===== src/rtl/sr_pkg.sv =====
// Shared types and helpers for the SR flip-flop drive sequencer.
package sr_pkg;

  typedef enum logic [1:0] {
    IDLE  = 2'd0,
    DRIVE = 2'd1,
    CHECK = 2'd2
  } state_e;

  localparam int unsigned DC_HOLD     = 0;
  localparam int unsigned DC_REASSERT = 1;

  // Returns {S, R} that moves a flop holding q to target t; never 2'b11.
  function automatic logic [1:0] excite(input logic q, input logic t,
                                        input int unsigned policy);
    logic [1:0] sr;
    sr = 2'b00;
    if ((q != t) || (policy == DC_REASSERT)) begin
      sr = t ? 2'b10 : 2'b01;
    end
    return sr;
  endfunction

endpackage


===== src/rtl/sr_target_fifo.sv =====
// DEPTH x 1 synchronous FIFO with count-based full/empty and wrapping pointers.
module sr_target_fifo #(
  parameter int unsigned DEPTH = 4
) (
  input  logic clk,
  input  logic reset,
  input  logic push,
  input  logic push_bit,
  input  logic pop,
  output logic pop_bit,
  output logic full,
  output logic empty
);
  localparam int unsigned AW = $clog2(DEPTH);

  logic [DEPTH-1:0] mem_q, mem_d;
  logic [AW-1:0]    wr_ptr_q, wr_ptr_d;
  logic [AW-1:0]    rd_ptr_q, rd_ptr_d;
  logic [AW:0]      count_q, count_d;
  logic             push_ok, pop_ok;

  assign full    = (count_q == (AW+1)'(DEPTH));
  assign empty   = (count_q == '0);
  assign pop_bit = mem_q[rd_ptr_q];
  assign push_ok = push && !full;
  assign pop_ok  = pop && !empty;

  // Pointers wrap naturally because DEPTH is a power of two.
  always_comb begin
    mem_d    = mem_q;
    wr_ptr_d = wr_ptr_q;
    rd_ptr_d = rd_ptr_q;
    count_d  = count_q;
    if (push_ok) begin
      mem_d[wr_ptr_q] = push_bit;
      wr_ptr_d        = wr_ptr_q + AW'(1);
    end
    if (pop_ok) begin
      rd_ptr_d = rd_ptr_q + AW'(1);
    end
    case ({push_ok, pop_ok})
      2'b10:   count_d = count_q + (AW+1)'(1);
      2'b01:   count_d = count_q - (AW+1)'(1);
      default: count_d = count_q;
    endcase
  end

  always_ff @(posedge clk) begin
    if (reset) begin
      mem_q    <= '0;
      wr_ptr_q <= '0;
      rd_ptr_q <= '0;
      count_q  <= '0;
    end else begin
      mem_q    <= mem_d;
      wr_ptr_q <= wr_ptr_d;
      rd_ptr_q <= rd_ptr_d;
      count_q  <= count_d;
    end
  end

endmodule


===== src/rtl/sr_drive_sequencer.sv =====
// Buffers target flop states and drives S/R excitation, verifying Q feedback
// against a shadow copy after each transition.
module sr_drive_sequencer
  import sr_pkg::*;
#(
  parameter int unsigned DEPTH     = 4,
  parameter int unsigned DC_POLICY = 0,
  parameter int unsigned CW        = 8
) (
  input  logic          clk,
  input  logic          reset,
  input  logic          in_valid,
  input  logic          in_bit,
  output logic          in_ready,
  output logic          s_out,
  output logic          r_out,
  input  logic          q_fb,
  output logic          busy,
  output logic          err,
  output logic [CW-1:0] toggle_cnt
);
  state_e        state_q, state_d;
  logic          s_q, s_d, r_q, r_d;
  logic          shadow_q, shadow_d;
  logic          err_q, err_d;
  logic [CW-1:0] cnt_q, cnt_d;
  logic          fifo_full, fifo_empty, head_bit;
  logic          pop, load;

  sr_target_fifo #(.DEPTH(DEPTH)) u_fifo (
    .clk      (clk),
    .reset    (reset),
    .push     (in_valid && in_ready),
    .push_bit (in_bit),
    .pop      (pop),
    .pop_bit  (head_bit),
    .full     (fifo_full),
    .empty    (fifo_empty)
  );

  assign in_ready   = !fifo_full;
  assign busy       = (state_q != IDLE) || !fifo_empty;
  assign s_out      = s_q;
  assign r_out      = r_q;
  assign err        = err_q;
  assign toggle_cnt = cnt_q;

  always_comb begin
    state_d  = state_q;
    s_d      = 1'b0;
    r_d      = 1'b0;
    shadow_d = shadow_q;
    err_d    = err_q;
    cnt_d    = cnt_q;
    load     = 1'b0;
    pop      = 1'b0;
    case (state_q)
      IDLE:  load = !fifo_empty;
      DRIVE: state_d = CHECK;
      CHECK: begin
        if (q_fb != shadow_q) err_d = 1'b1;
        load    = !fifo_empty;
        state_d = IDLE;
      end
      default: state_d = IDLE;
    endcase
    // The comparison above uses the old shadow before a back-to-back reload.
    if (load) begin
      pop          = 1'b1;
      {s_d, r_d}   = excite(shadow_q, head_bit, DC_POLICY);
      shadow_d     = head_bit;
      state_d      = DRIVE;
      if ((head_bit != shadow_q) && (cnt_q != '1)) begin
        cnt_d = cnt_q + CW'(1);
      end
    end
  end

  always_ff @(posedge clk) begin
    if (reset) begin
      state_q  <= IDLE;
      s_q      <= 1'b0;
      r_q      <= 1'b0;
      shadow_q <= 1'b1;
      err_q    <= 1'b0;
      cnt_q    <= '0;
    end else begin
      state_q  <= state_d;
      s_q      <= s_d;
      r_q      <= r_d;
      shadow_q <= shadow_d;
      err_q    <= err_d;
      cnt_q    <= cnt_d;
    end
  end

endmodule


===== config.mk =====
export PLATFORM = sky130hd
export DESIGN_NAME = sr_drive_sequencer
export DESIGN_NICKNAME = d
export VERILOG_FILES = /design/src/rtl/sr_pkg.sv /design/src/rtl/sr_target_fifo.sv /design/src/rtl/sr_drive_sequencer.sv
export SDC_FILE = /design/constraint.sdc
export NUM_CORES = 1
export LEC_CHECK = 0
export ABC_AREA = 1
export BUFFER_PORTS_ARGS = -buffer_cell sky130_fd_sc_hd__buf_2
export CORE_AREA = 2 2 57 59
export DETAILED_ROUTE_END_ITERATION = 6
export DIE_AREA = 0 0 59 61
export PLACE_DENSITY = 0.69
export SYNTH_ARGS = -nofsm -noshare
export SYNTH_HDL_FRONTEND = slang
export SYNTH_SLANG_ARGS = --single-unit

===== constraint.sdc =====
create_clock -name clk -period 4.1 [get_ports clk]
set_clock_uncertainty 0.2 [all_clocks]
set_input_delay 1.23 -clock clk [delete_from_list [all_inputs] [get_ports clk]]
set_output_delay 1.23 -clock clk [all_outputs]
set_load 0.01 [all_outputs]

# Word-level counts from Yosys, hierarchy flattened
# Cells that the tools add are included.
[op_classes]
n_addsub = 5
order_cmp = 3
eq_ne = 10
muxes = 11
bitwise = 2
n_reduce_logical = 17
[ops]
columns = ["op", "n"]
rows = [
  ["adder 8 x 1 -> 8 bit, second input constant", 1],
  ["!= test 8 bit, second input constant", 1],
  ["less-than comparator 2 x 3 -> 1 bit, second input constant", 2],
  ["one-hot mux 3 bit (2 select lines)", 1],
  ["logical AND 1 bit", 5],
  ["2-to-1 mux 1 bit", 5],
  ["adder 2 x 1 -> 2 bit, second input constant", 2],
  ["bitwise mux 4 bit", 1],
  ["equality test 2 x 1 -> 1 bit, second input constant", 2],
  ["equality test 2 bit, second input constant", 2],
  ["one-hot mux 2 bit (2 select lines)", 1],
  ["AND reduction 2 bit", 2],
  ["nonzero test 2 bit", 2],
  ["OR reduction 2 bit", 2],
  ["adder 3 x 1 -> 3 bit, second input constant", 1],
  ["equality test 3 bit, second input constant", 1],
  ["logical NOT 3 bit", 1],
  ["!= test 1 bit", 3],
  ["OR reduction 3 bit", 1],
  ["subtractor 3 x 1 -> 3 bit, second input constant", 1],
  ["binary-select mux 1 bit (select 2 bit)", 1],
  ["demux 1 bit (select 2 bit)", 1],
  ["greater-or-equal comparator 2 x 1 -> 1 bit, second input constant", 1],
  ["logical NOT 1 bit", 2],
  ["other kinds (5)", 6],
]
[totals]
regBits = 25
inputBits = 5
out_inout_bits = 13
word_cells = 59

# Longest topological paths before layout
[logic_depth]
ltp_word = 7
mapped_depth = 10
ltp_nobuf = 10

# By module
# From an unflattened synthesis, not the netlist that was laid out.
[unflattened]
hier_cells = 198
hier_area_um2 = 1408.9
[by_module_without_submodules]
columns = ["module", "instances", "cells_per_inst", "area_per_inst_um2", "seq_area_each_um2"]
rows = [
  ["sr_drive_sequencer", 1, 100, 728.2, 280.3],
  ["sr_target_fifo", 1, 98, 680.7, 220.2],
]

# Least setup slack after synthesis
# Ideal clock, no wire load.
[synth_path]
kind = "input-to-reg"
start = "input port in_valid"
end = "register u_fifo.count_q[2]"
arrival_ns = 2.312
required_time_ns = 3.822
setup_slack_ns = 1.510
path_stages = 7
n_path_buf = 0
cell_sequence = "nand2_1 -> ha_1 -> fa_1 -> nor2_1 -> nor2_1 -> and3_1 -> nor3_1"
[synth_between]
elab_chain_cells = 4
elab_cells_between_ends = 6
classes_between = "eq/ne (2); mux (1); reduce/logical (3)"
[synth_rtl]
columns = ["item", "line", "rtl"]
rows = [
  ["start: declaration", "sr_drive_sequencer.sv:12", "input logic in_valid,"],
  ["logical AND 1 bit *", "sr_drive_sequencer.sv:33", ".push (in_valid && in_ready),"],
  ["logical AND 1 bit *", "sr_target_fifo.sv:25", "assign push_ok = push && !full;"],
  ["equality test 2 x 1 -> 1 bit / equality test 2 bit (equally long branches)", "sr_target_fifo.sv:41", "case ({push_ok, pop_ok})"],
  ["one-hot mux 3 bit (2 select lines) / nonzero test 2 bit (equally long branches)", "--", ""],
  ["end signal: assignment", "sr_target_fifo.sv:58", "count_q <= count_d;"],
  ["end: declaration", "sr_target_fifo.sv:19", "logic [AW:0] count_q, count_d;"],
]
# Mark *: on every way between the ends. The rest lies on a longest branch, timed or not.
# A chain may end at the register's enable or synchronous reset.

# Worst setup path after layout
[layout_path]
start = "register u_fifo.count_q[2]"
end = "output port busy"
[layout_between]
elab_chain_cells = 3
[layout_rtl]
columns = ["item", "line", "rtl"]
rows = [
  ["logical NOT 3 bit", "sr_target_fifo.sv:23", "assign empty = (count_q == '0);"],
  ["logical NOT 1 bit", "sr_drive_sequencer.sv:42", "assign busy = (state_q != IDLE) || !fifo_empty;"],
  ["logical OR 1 bit", "sr_drive_sequencer.sv:42", ""],
  ["end: declaration", "sr_drive_sequencer.sv:18", "output logic busy,"],
]
# No other way between the ends.

==> reports/metrics.cfg <==
[outcome]
status=finished clean

[timing]
fin_crit_sh=0.642
maxSlewViolCount=0
worst_pin_slew_ns=0.329
finalCriticalPeriod_ns=2.63
fin_ws_ns=1.47
slew_headroom=0.780
timing.fmax_mhz=380
fin_tns_setup_ns=0
hold_violations=0
grt_setup_unrepaired=no
setup_violations=0
whs_ns=0.260

[grt]
grt_antenna_before_repair=0
grt_first_pass_wirelength_um=4050
grt_max_degree=17
grt_overflow_total=0
track_usage=0.147
first_global_vias=976

[route]
ant_nets=0
totalWireLength_um=2300
dr.pass1.iters=4
drc=0
wl_per_cell_um=10.4
vias_per_cell=4.88
dr_wl_met2_um=1100
drt_iter0_markers=55
wl_met3_um=86
num_vias=1079
top_layer_used=met4
wl_met1_um=1080

[final_layout]
finalInstanceArea_um2=1390
syn2layout_area_growth_pct=11.2
drive_gt1_frac=0.165
utilization=0.472
finalNetCount=201
finalNonFillerCells=221
nFillCells=313
layout_common_cells=38 x nand2_1, 25 x dfxtp_1, 20 x inv_1
final_common_cell=nand2_1
antenna_cells=0

[cts]
cts_hold_buf=0
htree_levels=1
cts_buffer_depth=2
post_cts_buffers=0
cts_tree=built
clock_latency_ns=0.33
cts-buffers-inserted=3
cts_root_buf=clkbuf_4
cts.sinks=25
path_clk_slew_ns=0.13
post_cts_resized=0

[place]
place_congestion=0.781
placed_cell_area_um2=1370
place_hpwl_um=1710
port_buffers=17
dp_slack_ns=1.36
dp.cells=217

[floorplanning]
start_util=0.425
dieArea_um2=3600
fp.dieH_um=61
io_pins=18
core_um2=2950
std_cell_rows=20
die_w_um=59

[power_and_ir_drop]
switching_share=0.449
internal_power_mw=0.495
ir_worst_vdd_mv=0.325
p_sw_mw=0.403
powerDensity_nw_per_um2=644
pwr-share-clk=0.127
p_seq_frac=0.408
p_leak_nw=0.636
power_mw=0.898
p_comb_frac=0.465

[synth]
synthCells=170
yosysSeqAreaShare=0.399
avgSynthCellArea_um2=7.37
ys_ff_latch=25
synth.distinct_cells=24
syn_area_um2=1250
synth_nets=182
yosysWarningCount=0

[hold_path]
hold_class=reg2reg
holdPathStages=1
hold_end=state_q[1]
min-delay-start=state_q[1]

[worst_setup_path]
worstRegToRegCells=8
path_class=reg2out
crit_fanout=4
rr_startpoint=u_fifo.count_q[2]
start_kind=register
required_ns=2.67
r2r-end=u_fifo.count_q[2]
r2r_slack_ns=2.01
arrival_ns=1.20
crit_path_end_kind=output pin

[run]
cap_violations=0

==> cells in the mapped netlist, drive strengths merged <==
cell     n  area, um2
nand2   42        173
dfxtp   25        500
inv     22       82.6
nor2    18       75.1
a21oi   15       75.1
nand3   13       87.6
o21ai    7       35.0
ha       6       75.1
nand4    6       37.5
nor3     6       35.0
xor2     3       26.3
clkbuf   2       7.51
and3     1       6.26
buf      1       5.00
clkinv   1       3.75
fa       1       20.0
xnor2    1       8.76
==> sequential cells by signal, summed over array words and instances, names as in the netlist <==
signal           cells
err                  1
r_out                1
s_out                1
shadow_q             1
state_q              2
toggle_cnt           8
u_fifo.count_q       3
u_fifo.mem_q         4
u_fifo.rd_ptr_q      2
u_fifo.wr_ptr_q      2
==> cells by family after synthesis <==
family,count (synthesis),synth area share
AND/OR/NAND/NOR,86,0.330
buffers and inverters,26,0.0788
flip-flops,25,0.399
AO/OA/AOI/OAI,22,0.0878
adder cells (fa/ha/maj),7,0.0758
XOR/XNOR,4,0.0279
==> critical path, stage by stage (launching register included) <==
cell and delay, ns:
dfxtp_1 0.37, nor3_2 0.28, nand2_1 0.08, buf_2 0.15
==> cell type report <==
class	instances	area, um2	area share
clock buffer	4	26.3	0.0189
inverter	23	86.3	0.0619
tap	33	41.3	0.0296
multi-input combinational	119	654	0.469
sequential	25	500	0.359
timing repair buffer	17	85.1	0.0610
==> worst max-delay path by stage <==
stage / from / to / slack (ns)
after detailed placement: in_valid / u_fifo.count_q[2] / 1.36
after global routing: u_fifo.count_q[2] / busy / 1.41
after global placement: in_valid / u_fifo.count_q[2] / 1.38
after floorplan: in_valid / u_fifo.count_q[2] / 1.51
after CTS: u_fifo.count_q[2] / busy / 1.43
final: u_fifo.count_q[2] / busy / 1.47
==> power by group through the flow <==
stage | Combinational (mW) | Sequential, mW | Clock (mW)
2_1_floorplan | 0.323 | 0.372 | 0
3_3_place_gp | 0.414 | 0.371 | 0
3_5_place_dp | 0.423 | 0.372 | 0
4_1_cts | 0.425 | 0.366 | 0.122
5_1_grt | 0.494 | 0.377 | 0.128
6_report | 0.418 | 0.366 | 0.114
==> metal layers <==
metal  vias up  track usage
met1       477        0.181
li1        582            -
met5         -            0
met3         4       0.0384
met2        16        0.254
met4         0       0.0390
(Power assumes the default switching activity.)
